**src/rtl/cpubus_pkg.sv**
```systemverilog
// Shared definitions for the byte-serial CPU bus (pin handler and memory side).
package cpubus_pkg;

  typedef enum logic [1:0] {
    IDLE = 2'd0,
    ADDR = 2'd1,
    RESP = 2'd2
  } state_e;

  localparam int unsigned BYTE_W         = 8;
  localparam int unsigned WORD_W         = 32;
  localparam int unsigned BEAT_W         = 3;
  localparam int unsigned BEATS_PER_HALF = 4;
  localparam int unsigned FRAME_CYCLES   = 9;
  localparam logic        RW_WRITE       = 1'b1;

  // Fully assembled request as seen at the commit edge of a frame.
  typedef struct packed {
    logic [WORD_W-1:0] addr;
    logic [WORD_W-1:0] wdata;
    logic              rw;
  } cpubus_req_t;

endpackage

```
**src/rtl/cpubus_word_ram.sv**
```systemverilog
// Word-wide register-array memory: asynchronous read, synchronous write, no reset.
module cpubus_word_ram #(
  parameter  int unsigned DEPTH = 64,
  parameter  int unsigned WIDTH = 32,
  localparam int unsigned IDX_W = $clog2(DEPTH)
) (
  input  logic             clk,
  input  logic             we_i,
  input  logic [IDX_W-1:0] idx_i,
  input  logic [WIDTH-1:0] wdata_i,
  output logic [WIDTH-1:0] rdata_c_o
);

  logic [WIDTH-1:0] mem_q [DEPTH];

  // Combinational read of the addressed word.
  assign rdata_c_o = mem_q[idx_i];

  // Word write on the commit edge.
  always_ff @(posedge clk) begin
    if (we_i) begin
      mem_q[idx_i] <= wdata_i;
    end
  end

endmodule

```
**src/rtl/cpubus_mem_responder.sv**
```systemverilog
// Memory-side endpoint of the byte-serial CPU bus: framing FSM, byte assembler,
// read-response shifter, and a word RAM behind a base-address window.
module cpubus_mem_responder
  import cpubus_pkg::*;
#(
  parameter int unsigned DEPTH     = 64,
  parameter logic [31:0] BASE_ADDR = 32'h0000_0000,
  parameter logic [31:0] MISS_DATA = 32'hDEAD_BEEF
) (
  input  logic              clk,
  input  logic              rst_n,
  input  logic              frame_sync_i,
  input  logic              bus_rw_i,
  input  logic [BYTE_W-1:0] bus_addr_i,
  input  logic [BYTE_W-1:0] bus_data_i,
  output logic [BYTE_W-1:0] bus_data_o,
  output logic              bus_data_oe_o,
  output logic              busy_o,
  output logic              miss_o,
  output logic              sync_err_o
);

  localparam int unsigned IDX_W = $clog2(DEPTH);
  localparam int unsigned CAP_W = (BEATS_PER_HALF - 1) * BYTE_W;
  localparam logic [WORD_W-1:0] WIN_MASK = WORD_W'(DEPTH * 4 - 1);
  localparam logic [BEAT_W-1:0] LAST_ADDR_BEAT = BEAT_W'(BEATS_PER_HALF - 1);
  localparam logic [BEAT_W-1:0] LAST_RESP_BEAT = BEAT_W'(2 * BEATS_PER_HALF - 1);

  state_e              state_q, state_d;
  logic [BEAT_W-1:0]   beat_q, beat_d;
  logic                rw_q, rw_d;
  logic [CAP_W-1:0]    addr_q, addr_d;
  logic [CAP_W-1:0]    wd_q, wd_d;
  logic [CAP_W-1:0]    rsh_q, rsh_d;
  logic [BYTE_W-1:0]   data_q, data_d;
  logic                oe_q, oe_d;
  logic                busy_q, busy_d;
  logic                miss_q, miss_d;
  logic                serr_q, serr_d;

  cpubus_req_t         req_c;
  logic                hit_c;
  logic [IDX_W-1:0]    idx_c;
  logic                mem_we_c;
  logic [WORD_W-1:0]   ram_rdata_c;
  logic [WORD_W-1:0]   rd_word_c;

  // Full request formed from the three captured bytes plus the live fourth beat.
  always_comb begin
    req_c.addr  = {bus_addr_i, addr_q};
    req_c.wdata = {bus_data_i, wd_q};
    req_c.rw    = rw_q;
  end

  // Window decode; the low two address bits are dropped so bytes alias to their word.
  assign hit_c     = (req_c.addr & ~WIN_MASK) == BASE_ADDR;
  assign idx_c     = req_c.addr[2 +: IDX_W];
  assign rd_word_c = hit_c ? ram_rdata_c : MISS_DATA;

  cpubus_word_ram #(
    .DEPTH (DEPTH),
    .WIDTH (WORD_W)
  ) u_ram (
    .clk       (clk),
    .we_i      (mem_we_c),
    .idx_i     (idx_c),
    .wdata_i   (req_c.wdata),
    .rdata_c_o (ram_rdata_c)
  );

  // State, beat counter, capture and output registers.
  always_ff @(posedge clk or negedge rst_n) begin
    if (!rst_n) begin
      state_q <= IDLE;
      beat_q  <= '0;
      rw_q    <= 1'b0;
      addr_q  <= '0;
      wd_q    <= '0;
      rsh_q   <= '0;
      data_q  <= '0;
      oe_q    <= 1'b0;
      busy_q  <= 1'b0;
      miss_q  <= 1'b0;
      serr_q  <= 1'b0;
    end else begin
      state_q <= state_d;
      beat_q  <= beat_d;
      rw_q    <= rw_d;
      addr_q  <= addr_d;
      wd_q    <= wd_d;
      rsh_q   <= rsh_d;
      data_q  <= data_d;
      oe_q    <= oe_d;
      busy_q  <= busy_d;
      miss_q  <= miss_d;
      serr_q  <= serr_d;
    end
  end

  // Framing FSM: beats 0..3 assemble the request, beats 4..7 stream the response.
  always_comb begin
    state_d  = state_q;
    beat_d   = beat_q;
    rw_d     = rw_q;
    addr_d   = addr_q;
    wd_d     = wd_q;
    rsh_d    = rsh_q;
    data_d   = '0;
    oe_d     = oe_q;
    busy_d   = busy_q;
    miss_d   = 1'b0;
    serr_d   = 1'b0;
    mem_we_c = 1'b0;

    unique case (state_q)
      IDLE: begin
        if (frame_sync_i) begin
          state_d = ADDR;
          beat_d  = '0;
          busy_d  = 1'b1;
        end
      end

      ADDR: begin
        beat_d = beat_q + BEAT_W'(1);
        if (beat_q == '0) begin
          rw_d = bus_rw_i;
        end
        if (beat_q == LAST_ADDR_BEAT) begin
          // Commit edge: perform the write or load the response word.
          state_d = RESP;
          miss_d  = !hit_c;
          if (req_c.rw == RW_WRITE) begin
            mem_we_c = hit_c;
          end else begin
            oe_d   = 1'b1;
            data_d = rd_word_c[BYTE_W-1:0];
            rsh_d  = rd_word_c[WORD_W-1:BYTE_W];
          end
        end else begin
          case (beat_q[1:0])
            2'd0: begin
              addr_d[0*BYTE_W +: BYTE_W] = bus_addr_i;
              wd_d[0*BYTE_W +: BYTE_W]   = bus_data_i;
            end
            2'd1: begin
              addr_d[1*BYTE_W +: BYTE_W] = bus_addr_i;
              wd_d[1*BYTE_W +: BYTE_W]   = bus_data_i;
            end
            2'd2: begin
              addr_d[2*BYTE_W +: BYTE_W] = bus_addr_i;
              wd_d[2*BYTE_W +: BYTE_W]   = bus_data_i;
            end
            default: ;
          endcase
        end
      end

      RESP: begin
        beat_d = beat_q + BEAT_W'(1);
        if (beat_q == LAST_RESP_BEAT) begin
          state_d = IDLE;
          beat_d  = '0;
          oe_d    = 1'b0;
          busy_d  = 1'b0;
        end else if (oe_q) begin
          data_d = rsh_q[BYTE_W-1:0];
          rsh_d  = {BYTE_W'(0), rsh_q[CAP_W-1:BYTE_W]};
        end
      end

      default: begin
        state_d = IDLE;
        beat_d  = '0;
        oe_d    = 1'b0;
        busy_d  = 1'b0;
      end
    endcase

    // A sync while busy aborts the frame (before any write commits) and restarts at T1.
    if (busy_q && frame_sync_i) begin
      state_d  = ADDR;
      beat_d   = '0;
      data_d   = '0;
      oe_d     = 1'b0;
      busy_d   = 1'b1;
      miss_d   = 1'b0;
      serr_d   = 1'b1;
      mem_we_c = 1'b0;
    end
  end

  assign bus_data_o    = data_q;
  assign bus_data_oe_o = oe_q;
  assign busy_o        = busy_q;
  assign miss_o        = miss_q;
  assign sync_err_o    = serr_q;

endmodule

```
**config.mk**
```make
export PLATFORM = sky130hd
export DESIGN_NAME = cpubus_mem_responder
export DESIGN_NICKNAME = d
export VERILOG_FILES = /design/src/rtl/cpubus_pkg.sv /design/src/rtl/cpubus_word_ram.sv /design/src/rtl/cpubus_mem_responder.sv
export SDC_FILE = /design/constraint.sdc
export NUM_CORES = 2
export LEC_CHECK = 0
export CORE_ASPECT_RATIO = 1.4
export CORE_UTILIZATION = 30
export CTS_CLUSTER_SIZE = 8
export DETAILED_ROUTE_END_ITERATION = 7
export GPL_TIMING_DRIVEN = 0
export PLACE_DENSITY = 0.53
export SYNTH_ARGS = -nofsm -noshare
export SYNTH_HDL_FRONTEND = slang
export SYNTH_HIERARCHICAL = 1
export SYNTH_SLANG_ARGS = --single-unit
```
**constraint.sdc**
```tcl
create_clock -name clk -period 5.2 [get_ports clk]
set_input_delay 1.56 -clock clk [delete_from_list [all_inputs] [get_ports clk]]
set_output_delay 1.56 -clock clk [all_outputs]
set_load 0.1 [all_outputs]
```
# ---- After elaboration in Yosys (flattened, before gate mapping)
# Memories as Yosys holds them, arrays and structs flattened.
# Index checks and enable logic that the tools add are counted.
dict set report totals {
  word_cells 88
  in_bits 20
  ramBits 2048
  mem_count 1
  regBits 90
}
# memory depth word_bits read_ports rd_ports_with_merged_regs wr line
set memory_table {}
lappend memory_table {u_ram.mem_q 64 32 1 0 1 cpubus_word_ram.sv:14} ;# logic [WIDTH-1:0] mem_q [DEPTH];
dict set report classes {
  muxes 39
  n_reduce_logical 15
  eq_ne 16
  n_bitwise 1
  addsub 1
}
# op n
set op_table {}
lappend op_table {{$mux 24} 4}
lappend op_table {{$pmux 24 s2} 1}
lappend op_table {{$mux 8} 5}
lappend op_table {{$logic_not 32->1} 1}
lappend op_table {{$mux 32} 1}
lappend op_table {{$mux 1} 16}
lappend op_table {{$pmux 8 s2} 1}
lappend op_table {{$reduce_and 3->1} 5}
lappend op_table {{$ne 2x2->1 const B} 6}
lappend op_table {{$ne 3x3->1 const B} 4}
lappend op_table {{$mux 3} 3}
lappend op_table {{$pmux 3 s3} 1}
lappend op_table {{$mux 2} 4}
lappend op_table {{$pmux 1 s3} 2}
lappend op_table {{$pmux 2 s3} 1}
lappend op_table {{$reduce_and 5->1} 1}
lappend op_table {{$eq 2x1->1 const B} 2}
lappend op_table {{$eq 2x2->1 const B} 2}
lappend op_table {{$logic_not 2->1} 2}
lappend op_table {{$reduce_and 4->1} 1}
lappend op_table {{$add 3x1->3 const B} 1}
lappend op_table {{$eq 3x2->1 const B} 1}
lappend op_table {{$eq 3x3->1 const B} 1}
lappend op_table {{$logic_not 3->1} 1}
lappend op_table {{other kinds (5)} 5}

# ---- Depth between registers and ports, before layout
dict set report logic_depth {
  word_depth 7
  ltp_mapped 15
}

# ---- Hierarchy
# The synthesis kept the hierarchy.
# module area_per_inst_um2 seq_area_each_um2 instances cells_each
set by_module_without_submodules {}
lappend by_module_without_submodules {cpubus_word_ram 78287.6 61499.0 1 4207}
lappend by_module_without_submodules {cpubus_mem_responder 3976.3 2202.1 1 328}

# ---- Least setup slack after synthesis
# No wires, ideal clock.
dict set report synth_timing {
  path_type {input to register}
  from {input bus_addr_i[2]}
  to {memory u_ram.mem_q[11][0], enable pin}
  setup_ns 0.421
  stages 7
  arrival_time_ns 4.600
  slack_ns 0.179
  n_path_buf 1
  required_ns 4.779
  path_cell_list {nor4_2 -> nand4_2 -> buf_2 -> nor4_1 -> nor2b_1 -> nand2_1 -> nor2_1}
}
dict set report synth_via {
  elab_chain_cells 7
}
# item line
set synth_rtl {}
lappend synth_rtl {{start, declared} cpubus_mem_responder.sv:14} ;# input logic [BYTE_W-1:0] bus_addr_i,
lappend synth_rtl {{$logic_not 32->1} cpubus_mem_responder.sv:56} ;# assign hit_c = (req_c.addr & ~WIN_MASK) == BASE_ADDR;
lappend synth_rtl {{$mux 1} cpubus_mem_responder.sv:133} ;# if (req_c.rw == RW_WRITE) begin
lappend synth_rtl {{$mux 1} cpubus_mem_responder.sv:129} ;# if (beat_q == LAST_ADDR_BEAT) begin
lappend synth_rtl {{$mux 1} cpubus_mem_responder.sv:115} ;# unique case (state_q)
lappend synth_rtl {{$mux 1} cpubus_mem_responder.sv:181} ;# if (busy_q && frame_sync_i) begin
lappend synth_rtl {{net mem_we_c} cpubus_mem_responder.sv:44} ;# logic mem_we_c;
lappend synth_rtl {{$mux 1} cpubus_word_ram.sv:21} ;# if (we_i) begin
lappend synth_rtl {{$mux 1 (not written as such)} cpubus_word_ram.sv:22} ;# mem_q[idx_i] <= wdata_i;
lappend synth_rtl {{end, declared} cpubus_word_ram.sv:14}
# The timed path passes the listed nets, and every way through them passes these cells.

# ---- Worst setup path in the final report
dict set report layout_timing {
  from {register addr_q[4]}
  to {register data_q[4] (netlist: bus_data_o[4])}
}
dict set report layout_via {
  elab_chain_cells 6
}
# item line
set layout_rtl {}
lappend layout_rtl {{start, declared} cpubus_mem_responder.sv:32} ;# logic [CAP_W-1:0] addr_q, addr_d;
lappend layout_rtl {{start signal, assigned} cpubus_mem_responder.sv:89} ;# addr_q <= addr_d;
lappend layout_rtl {{$mem_v2 64x32} --}
lappend layout_rtl {{net ram_rdata_c[4]} cpubus_mem_responder.sv:45} ;# logic [WORD_W-1:0] ram_rdata_c;
lappend layout_rtl {{$mux 32} cpubus_mem_responder.sv:58} ;# assign rd_word_c = hit_c ? ram_rdata_c : MISS_DATA;
lappend layout_rtl {{$mux 8} cpubus_mem_responder.sv:133}
lappend layout_rtl {{$mux 8} cpubus_mem_responder.sv:129}
lappend layout_rtl {{$pmux 8 s2} cpubus_mem_responder.sv:115}
lappend layout_rtl {{$mux 8} cpubus_mem_responder.sv:181}
lappend layout_rtl {{net data_d[4]} cpubus_mem_responder.sv:35} ;# logic [BYTE_W-1:0] data_q, data_d;
lappend layout_rtl {{end signal, assigned} cpubus_mem_responder.sv:92} ;# data_q <= data_d;
lappend layout_rtl {{end, declared} cpubus_mem_responder.sv:35}
# The timed path passes the listed nets, and every way through them passes these cells.
# A chain may end at the register's enable or synchronous reset.

==> reports/results.ini <==
[floorplanning]
fp.coreArea_um2=272900
dieArea_um2=276300
dieWidth_um=444.6
num_rows=227
start_util_pct=30.14
die_h_um=621.6
num_io_pins=32

[synth]
synthFlopType=edfxtp_1
synth.distinct_cells=65
synth-adder-area-share_pct=0.1369
synth_area_per_cell_um2=18.14
mappedNetlistArea_um2=82260
synth_edf_count=2048
synth_xor_area_share_pct=0
netlist_instances=4535
synthMuxAreaShare_pct=8.638
async_reset_ff_share_pct=4.120
synth_top_family_by_area=compound AO/OA/AOI/OAI gates
syn-num-nets=4564
synthSimpleGateAreaFrac_pct=3.161
ys_seq_area_share_pct=77.44
synth_warnings=6
synth_seq_cells=2136
yosys.area.top_type=edfxtp_1
synth_top_area_share_pct=74.76
synth-compound-area-share_pct=8.800
synthTopCellsByArea=edfxtp_1 75%, mux2i_1 3.3%, mux2_2 2.7%, dfrtp_1 2.7%, mux4_2 2.6%

[worst_setup_path]
cp-start-kind=register
crit_type=reg2reg
crit_required_ns=5.84
crit_fanout=10
endpoint_kind=register
arrival_ns=5.94

[timing]
worst_slack_ns=-0.1029
skew_ns=0.05727
fin_crit_sh_pct=102.0
slew_headroom_pct=2.008
fin_tns_setup_ns=-0.2658
finalSetupViolCount=6
finalHoldViolations=0
tightest_slew_ns=1.470
timing.final.crit_period_ns=5.303
fmax_mhz=188.6
finalMaxSlewViolations=0

[grt]
track_usage_pct=19.26
overflow=0
grt_max_degree=68
grt_pass1_wl_um=376500
antenna_found_initial=22
grt_pass1_vias=48190

[run_status]
status=complete, but fails checks
violations=negative setup slack

[drt]
vias=47590
drt_iter0_markers=5255
post_drt_wl_per_cell_um=30.92
via_per_inst=5.388
firstDrtPassIters=8
routed_wl_um=273000
ant_nets=0
drcViolationCount=0

[power_and_ir_drop]
p_per_area_nw_per_um2=591.4
total_power_mw=58.69
leakage_nw=31.90
ir_worst_vdd_mv=0.3474

[layout]
syn_to_final_growth_pct=20.65
drive_gt1_share_pct=20.39
nets=5058
final_cells=8831
final_area_um2=99250

[placed_design]
port_buffers=31
pre_cts_ws_ns=-1.890
dp_hpwl_um=184800
gp_congestion=0.9760
dp.cells=8328
placed_area_um2=89590

[clock_tree]
cts.path.max_buffers=4
cts_made_buffers=309
cts_sinks=2136
cts.root.buffer_cell=clkbuf_16
cts_tree=yes
hold_buffers=0
clk_pin_slew_ns=0.05
clk_latency_ns=0.85
htreeDepth=5

[worst_hold_path]
hold_path.class=reg2reg

[flow_run]
maxCapViolations=0

[flip-flops by register name, summed over array words and instances, names as in the netlist, 2 cells and up]
| name | count |
|---|---|
| addr_q | 22 |
| rsh_q | 24 |
| beat_q | 3 |
| wd_q | 24 |
| state_q | 2 |
| u_ram/mem_q | 2048 |
| bus_data_o | 8 |
[cell usage after synthesis (19+ instances only)]
| master | count |
|---|---|
| a21oi_1 | 133 |
| a221oi_1 | 182 |
| a22o_1 | 68 |
| a22oi_1 | 188 |
| a31oi_1 | 43 |
| and3_1 | 88 |
| buf_1 | 33 |
| buf_2 | 93 |
| clkbuf_1 | 174 |
| dfrtp_1 | 88 |
| edfxtp_1 | 2048 |
| inv_1 | 27 |
| mux2_2 | 198 |
| mux2i_1 | 270 |
| mux4_2 | 96 |
| nand2_1 | 54 |
| nand2b_1 | 26 |
| nand3_1 | 57 |
| nor2_1 | 150 |
| nor3_1 | 30 |
| nor4_1 | 19 |
| o21ai_0 | 90 |
| o22a_1 | 70 |
| o22ai_1 | 94 |
| o2bb2ai_1 | 21 |
[power by group]
| group | switching [mW] | total [mW] | internal, mW |
|---|---|---|---|
| clock | 7.00 | 17.9 | 10.9 |
| sequential | 1.51 | 22.6 | 21.0 |
| combinational | 12.7 | 18.2 | 5.52 |
| total | 21.2 | 58.7 | 37.5 |
[critical path: stages, from the launching register on]
cell	delay [ns]
dfrtp_1	0.39
buf_2	0.24
buf_4	0.29
nor2b_1	0.20
clkbuf_1	0.94
clkbuf_1	0.83
and3_1	0.26
a31oi_1	0.05
nand3_1	0.31
a2111oi_0	0.22
nand3_1	0.21
inv_1	0.06
or4_1	0.60
a21oi_4	0.45
[timing repair]
action,CTS,global route
pin swaps,48,1
setup buffers,59,1
resized for setup,49,34
endpoints found under the setup margin,2062,1761
[through the flow]
stage               hold slack [ns]  util, %
floorplan                    0.4477        -
detailed placement           0.4742    32.82
global placement             0.4678    31.93
global route                 0.4977    36.36
finish                       0.4889    36.36
CTS                          0.4901    36.31
[per-layer routing]
layer	vias up	global-route usage (%)	share of wire [%]
li1	19680	-	-
met1	24730	21.60	35
met2	2409	32.65	49
met3	763	3.304	6.9
met4	4	14.60	8.9
met5	-	0	0.0066
[cell type report]
class | count | area, µm²
antenna | 27 | 67.56
buffer | 309 | 1468
clock buffer | 408 | 8274
clock inverter | 14 | 163.9
fill | 25220 | 173700
inverter | 28 | 105.1
multi-input combinational | 2056 | 17710
sequential | 2136 | 63740
tap | 3664 | 4584
timing repair buffer | 189 | 3128
[cells by family after synthesis]
logic type                 count (synthesis)
muxes                                    565
DFF                                     2136
and+or+nand+nor                          496
adders and majority gates                  9
buffers and inverters                    343
AOI/OAI and AO/OA                        986
[final timing paths]
| kind | depth (start not counted) | startpoint | end | slack (ns) |
|---|---|---|---|---|
| hold reg to reg | 1 | rsh_q[19]$_DFFE_PN0P_ | rsh_q[19]$_DFFE_PN0P_ | 0.49 |
| setup reg to reg | 13 | addr_q[4]$_DFFE_PN0P_ | bus_data_o[4]$_DFF_PN0_ | -0.10 |
| hold / removal | 1 | rsh_q[19]$_DFFE_PN0P_ | rsh_q[19]$_DFFE_PN0P_ | 0.49 |
| min in group asynchronous | 1 | rst_n | rw_q$_DFFE_PN0P_ | 0.59 |
| max in group asynchronous | 2 | rst_n | bus_data_o[7]$_DFF_PN0_ | 3.77 |
| setup / recovery | 13 | addr_q[4]$_DFFE_PN0P_ | bus_data_o[4]$_DFF_PN0_ | -0.10 |
[cell usage in the layout (no fill, tap or decap), types with 21 or more instances in the layout]
cell,count
edfxtp_1,2048
clkbuf_16,317
mux2i_1,270
clkbuf_1,247
mux2_2,198
a22oi_1,188
a221oi_1,178
a21oi_1,132
buf_12,123
mux4_2,96
o22ai_1,94
o21ai_0,90
and3_1,88
buf_2,86
nor2_1,82
o22a_1,70
a22o_1,68
nor2_4,65
dfrtp_1,64
nand2_1,54
nand3_1,51
buf_4,47
a31oi_1,43
diode_2,27
inv_1,27
nor3_1,27
nand2b_1,26
buf_1,24
clkdlybuf4s50_1,22
o2bb2ai_1,21
Note: power is estimated with default switching activity, not from simulation.
